### src/rtl/mem_arbiter_pkg.sv
// Shared types and constants for the instruction/data memory bus arbiter.
package mem_arbiter_pkg;

  localparam int unsigned XLEN_DEF  = 32;
  localparam int unsigned ARB_FIXED = 0;
  localparam int unsigned ARB_RR    = 1;

  typedef enum logic [1:0] {
    ST_IDLE = 2'd0,
    ST_REQ  = 2'd1,
    ST_WAIT = 2'd2,
    ST_RESP = 2'd3
  } arb_state_e;

endpackage

### src/rtl/mem_arbiter_if.sv
// Fetch port, data port and external bus signals seen by the arbiter.
interface mem_arbiter_if
  import mem_arbiter_pkg::*;
#(
  parameter int unsigned XLEN = XLEN_DEF
);
  localparam int unsigned BEW = XLEN / 8;

  logic            i_I_req;
  logic [XLEN-1:0] i_I_addr;
  logic            i_I_kill;
  logic [XLEN-1:0] o_I_rdata;
  logic            o_I_valid;

  logic            i_D_req;
  logic            i_D_we;
  logic [BEW-1:0]  i_D_be;
  logic [XLEN-1:0] i_D_addr;
  logic [XLEN-1:0] i_D_wdata;
  logic [XLEN-1:0] o_D_rdata;
  logic            o_D_valid;

  logic            o_BUS_req;
  logic            o_BUS_we;
  logic [BEW-1:0]  o_BUS_be;
  logic [XLEN-1:0] o_BUS_addr;
  logic [XLEN-1:0] o_BUS_wdata;
  logic            i_BUS_gnt;
  logic            i_BUS_rvalid;
  logic [XLEN-1:0] i_BUS_rdata;

  // Arbiter side
  modport slave (
    input  i_I_req, i_I_addr, i_I_kill,
    input  i_D_req, i_D_we, i_D_be, i_D_addr, i_D_wdata,
    input  i_BUS_gnt, i_BUS_rvalid, i_BUS_rdata,
    output o_I_rdata, o_I_valid, o_D_rdata, o_D_valid,
    output o_BUS_req, o_BUS_we, o_BUS_be, o_BUS_addr, o_BUS_wdata
  );

  // Core pipeline and memory side
  modport master (
    output i_I_req, i_I_addr, i_I_kill,
    output i_D_req, i_D_we, i_D_be, i_D_addr, i_D_wdata,
    output i_BUS_gnt, i_BUS_rvalid, i_BUS_rdata,
    input  o_I_rdata, o_I_valid, o_D_rdata, o_D_valid,
    input  o_BUS_req, o_BUS_we, o_BUS_be, o_BUS_addr, o_BUS_wdata
  );

endinterface

### src/rtl/mem_arb_pick.sv
// Two-requester picker: fixed data priority or round-robin on the last launched port.
module mem_arb_pick
  import mem_arbiter_pkg::*;
#(
  parameter int unsigned ARB_MODE = ARB_FIXED
) (
  input  logic clk,
  input  logic rst,
  input  logic fetch_req,
  input  logic data_req,
  input  logic launch,
  output logic pick_data_c,
  output logic pick_any_c
);

  logic last_data;

  // On a tie the port that was not launched last wins in round-robin mode
  always_comb begin
    pick_any_c  = fetch_req | data_req;
    pick_data_c = data_req;
    if (fetch_req && data_req && (ARB_MODE == ARB_RR)) begin
      pick_data_c = ~last_data;
    end
  end

  always_ff @(posedge clk or posedge rst) begin
    if (rst) begin
      last_data <= 1'b0;
    end else if (launch) begin
      last_data <= pick_data_c;
    end
  end

endmodule

### src/rtl/mem_arbiter.sv
// Shares one external memory bus between the fetch port and the data port,
// one transaction at a time, dropping fetch responses killed by a flush.
module mem_arbiter
  import mem_arbiter_pkg::*;
#(
  parameter int unsigned XLEN     = XLEN_DEF,
  parameter int unsigned ARB_MODE = ARB_FIXED
) (
  input  logic          i_clk,
  input  logic          i_rst,
  mem_arbiter_if.slave  bus
);

  localparam int unsigned BEW = XLEN / 8;

  arb_state_e      state_q, state_d;
  logic            bus_req_q, bus_req_d;
  logic            bus_we_q, bus_we_d;
  logic [BEW-1:0]  bus_be_q, bus_be_d;
  logic [XLEN-1:0] bus_addr_q, bus_addr_d;
  logic [XLEN-1:0] bus_wdata_q, bus_wdata_d;
  logic            win_data_q, win_data_d;
  logic            kill_q, kill_d;
  logic [XLEN-1:0] i_rdata_q, i_rdata_d;
  logic [XLEN-1:0] d_rdata_q, d_rdata_d;
  logic            launch, pick_data_c, pick_any_c, kill_hit, d_resp;

  // A fetch is never launched while a flush is being signalled
  mem_arb_pick #(.ARB_MODE(ARB_MODE)) u_pick (
    .clk         (i_clk),
    .rst         (i_rst),
    .fetch_req   (bus.i_I_req & ~bus.i_I_kill),
    .data_req    (bus.i_D_req),
    .launch      (launch),
    .pick_data_c (pick_data_c),
    .pick_any_c  (pick_any_c)
  );

  assign kill_hit = bus.i_I_kill & ~win_data_q;

  always_ff @(posedge i_clk or posedge i_rst) begin
    if (i_rst) begin
      state_q     <= ST_IDLE;
      bus_req_q   <= 1'b0;
      bus_we_q    <= 1'b0;
      bus_be_q    <= '0;
      bus_addr_q  <= '0;
      bus_wdata_q <= '0;
      win_data_q  <= 1'b0;
      kill_q      <= 1'b0;
      i_rdata_q   <= '0;
      d_rdata_q   <= '0;
    end else begin
      state_q     <= state_d;
      bus_req_q   <= bus_req_d;
      bus_we_q    <= bus_we_d;
      bus_be_q    <= bus_be_d;
      bus_addr_q  <= bus_addr_d;
      bus_wdata_q <= bus_wdata_d;
      win_data_q  <= win_data_d;
      kill_q      <= kill_d;
      i_rdata_q   <= i_rdata_d;
      d_rdata_q   <= d_rdata_d;
    end
  end

  always_comb begin
    state_d     = state_q;
    bus_req_d   = bus_req_q;
    bus_we_d    = bus_we_q;
    bus_be_d    = bus_be_q;
    bus_addr_d  = bus_addr_q;
    bus_wdata_d = bus_wdata_q;
    win_data_d  = win_data_q;
    kill_d      = kill_q;
    i_rdata_d   = i_rdata_q;
    d_rdata_d   = d_rdata_q;
    launch      = 1'b0;
    case (state_q)
      ST_IDLE: begin
        if (pick_any_c) begin
          launch     = 1'b1;
          win_data_d = pick_data_c;
          bus_req_d  = 1'b1;
          state_d    = ST_REQ;
          if (pick_data_c) begin
            bus_we_d    = bus.i_D_we;
            bus_be_d    = bus.i_D_be;
            bus_addr_d  = bus.i_D_addr;
            bus_wdata_d = bus.i_D_wdata;
          end else begin
            bus_we_d    = 1'b0;
            bus_be_d    = '1;
            bus_addr_d  = bus.i_I_addr;
            bus_wdata_d = '0;
          end
        end
      end
      ST_REQ: begin
        if (kill_hit) kill_d = 1'b1;
        if (bus.i_BUS_gnt) begin
          bus_req_d = 1'b0;
          state_d   = ST_WAIT;
        end
      end
      ST_WAIT: begin
        if (kill_hit) kill_d = 1'b1;
        // A killed fetch still finishes on the bus but its data is dropped
        if (bus.i_BUS_rvalid) begin
          state_d = ST_RESP;
          if (win_data_q) begin
            d_rdata_d = bus.i_BUS_rdata;
          end else if (!kill_q && !bus.i_I_kill) begin
            i_rdata_d = bus.i_BUS_rdata;
          end
        end
      end
      ST_RESP: begin
        kill_d  = 1'b0;
        state_d = ST_IDLE;
      end
      default: state_d = ST_IDLE;
    endcase
  end

  // Completion strobes come straight from the RESP state so a late flush still suppresses them
  assign d_resp        = (state_q == ST_RESP) & win_data_q;
  assign bus.o_I_valid = (state_q == ST_RESP) & ~win_data_q & ~kill_q & ~bus.i_I_kill;
  assign bus.o_D_valid = ~bus.i_D_req | d_resp;

  assign bus.o_I_rdata   = i_rdata_q;
  assign bus.o_D_rdata   = d_rdata_q;
  assign bus.o_BUS_req   = bus_req_q;
  assign bus.o_BUS_we    = bus_we_q;
  assign bus.o_BUS_be    = bus_be_q;
  assign bus.o_BUS_addr  = bus_addr_q;
  assign bus.o_BUS_wdata = bus_wdata_q;

endmodule

### src/flat_wrapper.sv
// flat-port wrapper written by rule: the top's interface ports become plain ports
module mem_arbiter_flat import mem_arbiter_pkg::*;
#(
  parameter int unsigned XLEN     = XLEN_DEF,
  parameter int unsigned ARB_MODE = ARB_FIXED
)
  (i_clk, i_rst, bus_i_I_req, bus_i_I_addr, bus_i_I_kill, bus_i_D_req, bus_i_D_we, bus_i_D_be, bus_i_D_addr, bus_i_D_wdata, bus_i_BUS_gnt, bus_i_BUS_rvalid, bus_i_BUS_rdata, bus_o_I_rdata, bus_o_I_valid, bus_o_D_rdata, bus_o_D_valid, bus_o_BUS_req, bus_o_BUS_we, bus_o_BUS_be, bus_o_BUS_addr, bus_o_BUS_wdata);
  mem_arbiter_if #(.XLEN(XLEN)) bus_i ();
  input  logic i_clk;
  input  logic i_rst;
  input wire logic [$bits(bus_i.i_I_req)-1:0] bus_i_I_req;
  input wire logic [$bits(bus_i.i_I_addr)-1:0] bus_i_I_addr;
  input wire logic [$bits(bus_i.i_I_kill)-1:0] bus_i_I_kill;
  input wire logic [$bits(bus_i.i_D_req)-1:0] bus_i_D_req;
  input wire logic [$bits(bus_i.i_D_we)-1:0] bus_i_D_we;
  input wire logic [$bits(bus_i.i_D_be)-1:0] bus_i_D_be;
  input wire logic [$bits(bus_i.i_D_addr)-1:0] bus_i_D_addr;
  input wire logic [$bits(bus_i.i_D_wdata)-1:0] bus_i_D_wdata;
  input wire logic [$bits(bus_i.i_BUS_gnt)-1:0] bus_i_BUS_gnt;
  input wire logic [$bits(bus_i.i_BUS_rvalid)-1:0] bus_i_BUS_rvalid;
  input wire logic [$bits(bus_i.i_BUS_rdata)-1:0] bus_i_BUS_rdata;
  output wire logic [$bits(bus_i.o_I_rdata)-1:0] bus_o_I_rdata;
  output wire logic [$bits(bus_i.o_I_valid)-1:0] bus_o_I_valid;
  output wire logic [$bits(bus_i.o_D_rdata)-1:0] bus_o_D_rdata;
  output wire logic [$bits(bus_i.o_D_valid)-1:0] bus_o_D_valid;
  output wire logic [$bits(bus_i.o_BUS_req)-1:0] bus_o_BUS_req;
  output wire logic [$bits(bus_i.o_BUS_we)-1:0] bus_o_BUS_we;
  output wire logic [$bits(bus_i.o_BUS_be)-1:0] bus_o_BUS_be;
  output wire logic [$bits(bus_i.o_BUS_addr)-1:0] bus_o_BUS_addr;
  output wire logic [$bits(bus_i.o_BUS_wdata)-1:0] bus_o_BUS_wdata;
  assign bus_i.i_I_req = bus_i_I_req;
  assign bus_i.i_I_addr = bus_i_I_addr;
  assign bus_i.i_I_kill = bus_i_I_kill;
  assign bus_i.i_D_req = bus_i_D_req;
  assign bus_i.i_D_we = bus_i_D_we;
  assign bus_i.i_D_be = bus_i_D_be;
  assign bus_i.i_D_addr = bus_i_D_addr;
  assign bus_i.i_D_wdata = bus_i_D_wdata;
  assign bus_i.i_BUS_gnt = bus_i_BUS_gnt;
  assign bus_i.i_BUS_rvalid = bus_i_BUS_rvalid;
  assign bus_i.i_BUS_rdata = bus_i_BUS_rdata;
  assign bus_o_I_rdata = bus_i.o_I_rdata;
  assign bus_o_I_valid = bus_i.o_I_valid;
  assign bus_o_D_rdata = bus_i.o_D_rdata;
  assign bus_o_D_valid = bus_i.o_D_valid;
  assign bus_o_BUS_req = bus_i.o_BUS_req;
  assign bus_o_BUS_we = bus_i.o_BUS_we;
  assign bus_o_BUS_be = bus_i.o_BUS_be;
  assign bus_o_BUS_addr = bus_i.o_BUS_addr;
  assign bus_o_BUS_wdata = bus_i.o_BUS_wdata;
  mem_arbiter #(.XLEN(XLEN), .ARB_MODE(ARB_MODE)) u_core (.i_clk(i_clk), .i_rst(i_rst), .bus(bus_i));
endmodule
### config.mk
export PLATFORM = sky130hd
export DESIGN_NAME = mem_arbiter_flat
export DESIGN_NICKNAME = d
export VERILOG_FILES = /design/src/rtl/mem_arbiter_pkg.sv /design/src/rtl/mem_arbiter_if.sv /design/src/rtl/mem_arb_pick.sv /design/src/rtl/mem_arbiter.sv /design/src/flat_wrapper.sv
export SDC_FILE = /design/constraint.sdc
export NUM_CORES = 1
export LEC_CHECK = 0
export CORE_ASPECT_RATIO = 1.1
export CORE_MARGIN = 5
export CORE_UTILIZATION = 40
export DETAILED_ROUTE_END_ITERATION = 8
export PLACE_DENSITY_LB_ADDON = 0.2
export SLEW_MARGIN = 20
export SYNTH_ARGS = -nofsm -noshare
export SYNTH_HDL_FRONTEND = slang
export SYNTH_SLANG_ARGS = --single-unit
### constraint.sdc
create_clock -name i_clk -period 5.5 [get_ports i_clk]
set_input_delay 0.55 -clock i_clk [delete_from_list [all_inputs] [get_ports i_clk]]
set_output_delay 0.55 -clock i_clk [all_outputs]
set_load 0.02 [all_outputs]
==> reports/qor.yml <==
die:
  dieArea_um2: 17500
  fp-row-count: 46
  ioPinCount: 276
  die_y_um: 138
  fp.dieW_um: 126
  core_um2: 14500
  start_util_pct: 41.1
clock_tree:
  clk_pin_slew_ns: 0.05
  cts_made_buffers: 17
  post_cts_buffers: 0
  cts_tree: "built"
  clkSinkCount: 138
  root_buffer: "clkbuf_16"
  worstSkewPairLatency_ns: 0.41
  htree_levels: 4
  postCtsResizedCells: 0
  cts-hold-fix-buffers: 0
  cts_buffer_depth: 2
drt:
  antenna_left: 0
  drc: 0
  viasPerCell: 4.78
  avgRoutedWirePerCell_um: 18.2
  drtIter0Drc: 133
  vias: 4356
  drt_first_pass_iters: 4
  routed_wl_um: 16500
sta:
  rsz0062_at_grt: "false"
  clock_skew_ns: 0.00789
  maxSlewViolCount: 0
  fmax_mhz: 365
  fin_crit_sh_pct: 49.8
  fin_crit_ns: 2.74
  setup_violations: 0
  hold_viol: 0
  setup_tns_ns: 0
  slew_headroom_pct: 31.6
  worstMarginPinSlew_ns: 1.03
  setup_ws_ns: 2.76
critical_path:
  reg2reg_depth: 5
  end_kind: "output port"
  worst_ep_required_time_ns: 4.95
  critPathArrivalTime_ns: 2.19
  crit_type: "in -> out"
  startpoint_type: "input port"
  r2r-start: "u_core.state_q[0]$_DFFE_PP0P_"
  r2r_setup_slack_ns: 3.02
  path_max_fanout: 5
  crit-reg2reg-capture: "u_core.bus.o_BUS_addr[25]$_DFFE_PP0P_"
finish:
  syn_to_final_growth_pct: 58.4
  n_antenna_cell: 0
  fin_cells: 911
  drive_gt1_share_pct: 23.2
  layout.nets: 852
global_routing:
  grt_usage_pct: 18.8
  antenna_found_initial: 0
  grt_pass1_vias: 4757
  grt_pass1_wl_um: 26000
  grt_max_degree: 87
  grt_overflow: 0
synth:
  synth_warnings: 0
  async_flop_share_pct: 100
  avgSynthCellArea_um2: 13.7
  ys_ff_latch: 138
  synth_edf_count: 0
  synth_cells: 434
  yosysSeqAreaShare_pct: 57.9
  synth_nets: 579
  ys_types: 26
  synth-main-ff-cell: "dfrtp_1"
  synth_area_um2: 5960
power:
  vdd_drop_max_mv: 0.288
  p_leak_uw: 0.00406
  power_uw: 5580
  power.density_nw_per_um2: 591
status:
  run_status: "finished, final reports clean"
placement:
  dp_hpwl_um: 12200
  port_buffers: 275
  placed_cells: 880
  gp_congestion: 0.794
  pre_cts_ws_ns: 2.77
job:
  cap_violations: 0
hold_path:
  hold_class: "reg -> reg"
  min_to: "u_core.bus.o_I_rdata[25]$_DFFE_PP0P_"
  min_path_cells: 1
  min_from: "u_core.bus.o_I_rdata[25]$_DFFE_PP0P_"
[cell usage after synthesis, types with 2 or more instances]
| master | instances | area share [%] |
|---|---|---|
| buf_2 | 8 | 0.67 |
| buf_6 | 8 | 1.5 |
| clkbuf_1 | 10 | 0.63 |
| dfrtp_1 | 138 | 58 |
| ha_1 | 5 | 1.0 |
| inv_1 | 38 | 2.4 |
| mux2_1 | 2 | 0.38 |
| mux2_2 | 95 | 18 |
| mux2_4 | 33 | 8.3 |
| nand2_1 | 3 | 0.19 |
| nand3_1 | 34 | 2.9 |
| nand3b_1 | 4 | 0.50 |
| nor2b_1 | 6 | 0.63 |
| o21a_1 | 5 | 0.63 |
| o21ai_0 | 34 | 2.9 |
[sequential cells by signal, indices dropped and copies added (netlist names)]
name and cells:
u_core.bus.o_D_rdata 32, u_core.bus.o_BUS_we 1, u_core.bus.o_BUS_wdata 32, u_core.bus.o_I_rdata 32, u_core.kill_q 1, u_core.state_q 2
u_core.bus.o_BUS_req 1, u_core.win_data_q 1, u_core.bus.o_BUS_be 4, u_core.bus.o_BUS_addr 32
[cell usage in the layout (no fill, tap or decap), types with 2 or more instances in the layout]
cell type,instances
buf_4,5
bufinv_16,4
clkbuf_16,17
clkdlybuf4s50_1,274
clkinv_2,4
clkinvlp_4,2
dfrtp_1,138
ha_1,5
inv_1,37
inv_6,2
mux2_1,2
mux2_2,95
mux2_4,33
nand2_1,3
nand3_1,34
nand3b_1,4
nor2b_1,6
o21a_1,4
o21ai_0,34
[kinds of logic after synthesis]
| logic type | synth area share [%] |
|---|---|
| AND/OR/NAND/NOR | 4.95 |
| buffers and inverters | 5.20 |
| multiplexers | 26.8 |
| adder cells (fa/ha/maj) | 1.05 |
| flip-flops | 57.9 |
| AO/OA/AOI/OAI | 4.11 |
[metrics by stage]
| stage | util (%) | hold slack, ns | instance area, µm² |
|---|---|---|---|
| 2_1_floorplan | - | 0.534 | 5960 |
| 3_3_place_gp | 60.9 | 0.470 | 8830 |
| 3_5_place_dp | 60.9 | 0.481 | 8830 |
| 4_1_cts | 65.2 | 0.495 | 9450 |
| 5_1_grt | 65.2 | 0.510 | 9450 |
| 6_report | 65.2 | 0.492 | 9450 |
[how the worst max path moves through the flow]
stage / start / endpoint / slack, ns / depth (start not counted)
floorplan: i_rst / u_core.bus.o_BUS_addr[0]$_DFFE_PP0P_ / 1.25 / 1
global placement: bus_i_I_kill / bus_o_I_valid / 2.84 / 3
detailed placement: bus_i_I_kill / bus_o_I_valid / 2.77 / 3
CTS: bus_i_I_kill / bus_o_I_valid / 2.75 / 3
global route: bus_i_I_kill / bus_o_I_valid / 2.66 / 3
finish: bus_i_I_kill / bus_o_I_valid / 2.76 / 3
[per-layer routing]
| layer | track usage (%) | wire (µm) | vias up | share of wire, % |
|---|---|---|---|---|
| li1 | - | - | 2043 | - |
| met5 | 0 | 0 | - | 0 |
| met1 | 23.0 | 6850 | 2111 | 41 |
| met3 | 6.09 | 1280 | 22 | 7.7 |
| met4 | 6.83 | 308 | 0 | 1.9 |
| met2 | 31.2 | 8100 | 180 | 49 |
[power breakdown]
part | switching (µW) | internal [µW]
logic | 1240 | 1400
clock network | 416 | 766
registers | 268 | 1500
total | 1920 | 3660
[critical path, stage by stage]
cell             delay (ns)
clkdlybuf4s50_1        0.52
nor4b_1                0.43
clkdlybuf4s50_1        0.68
[cell type report]
cell class / count / area (µm²)
inverter: 38 / 148
fill: 1142 / 5050
clock buffer: 19 / 443
tap: 192 / 240
clock inverter: 12 / 173
multi-input combinational: 232 / 2210
sequential: 138 / 3450
timing repair buffer: 280 / 2790
Note: power is estimated with default switching activity, not from simulation.
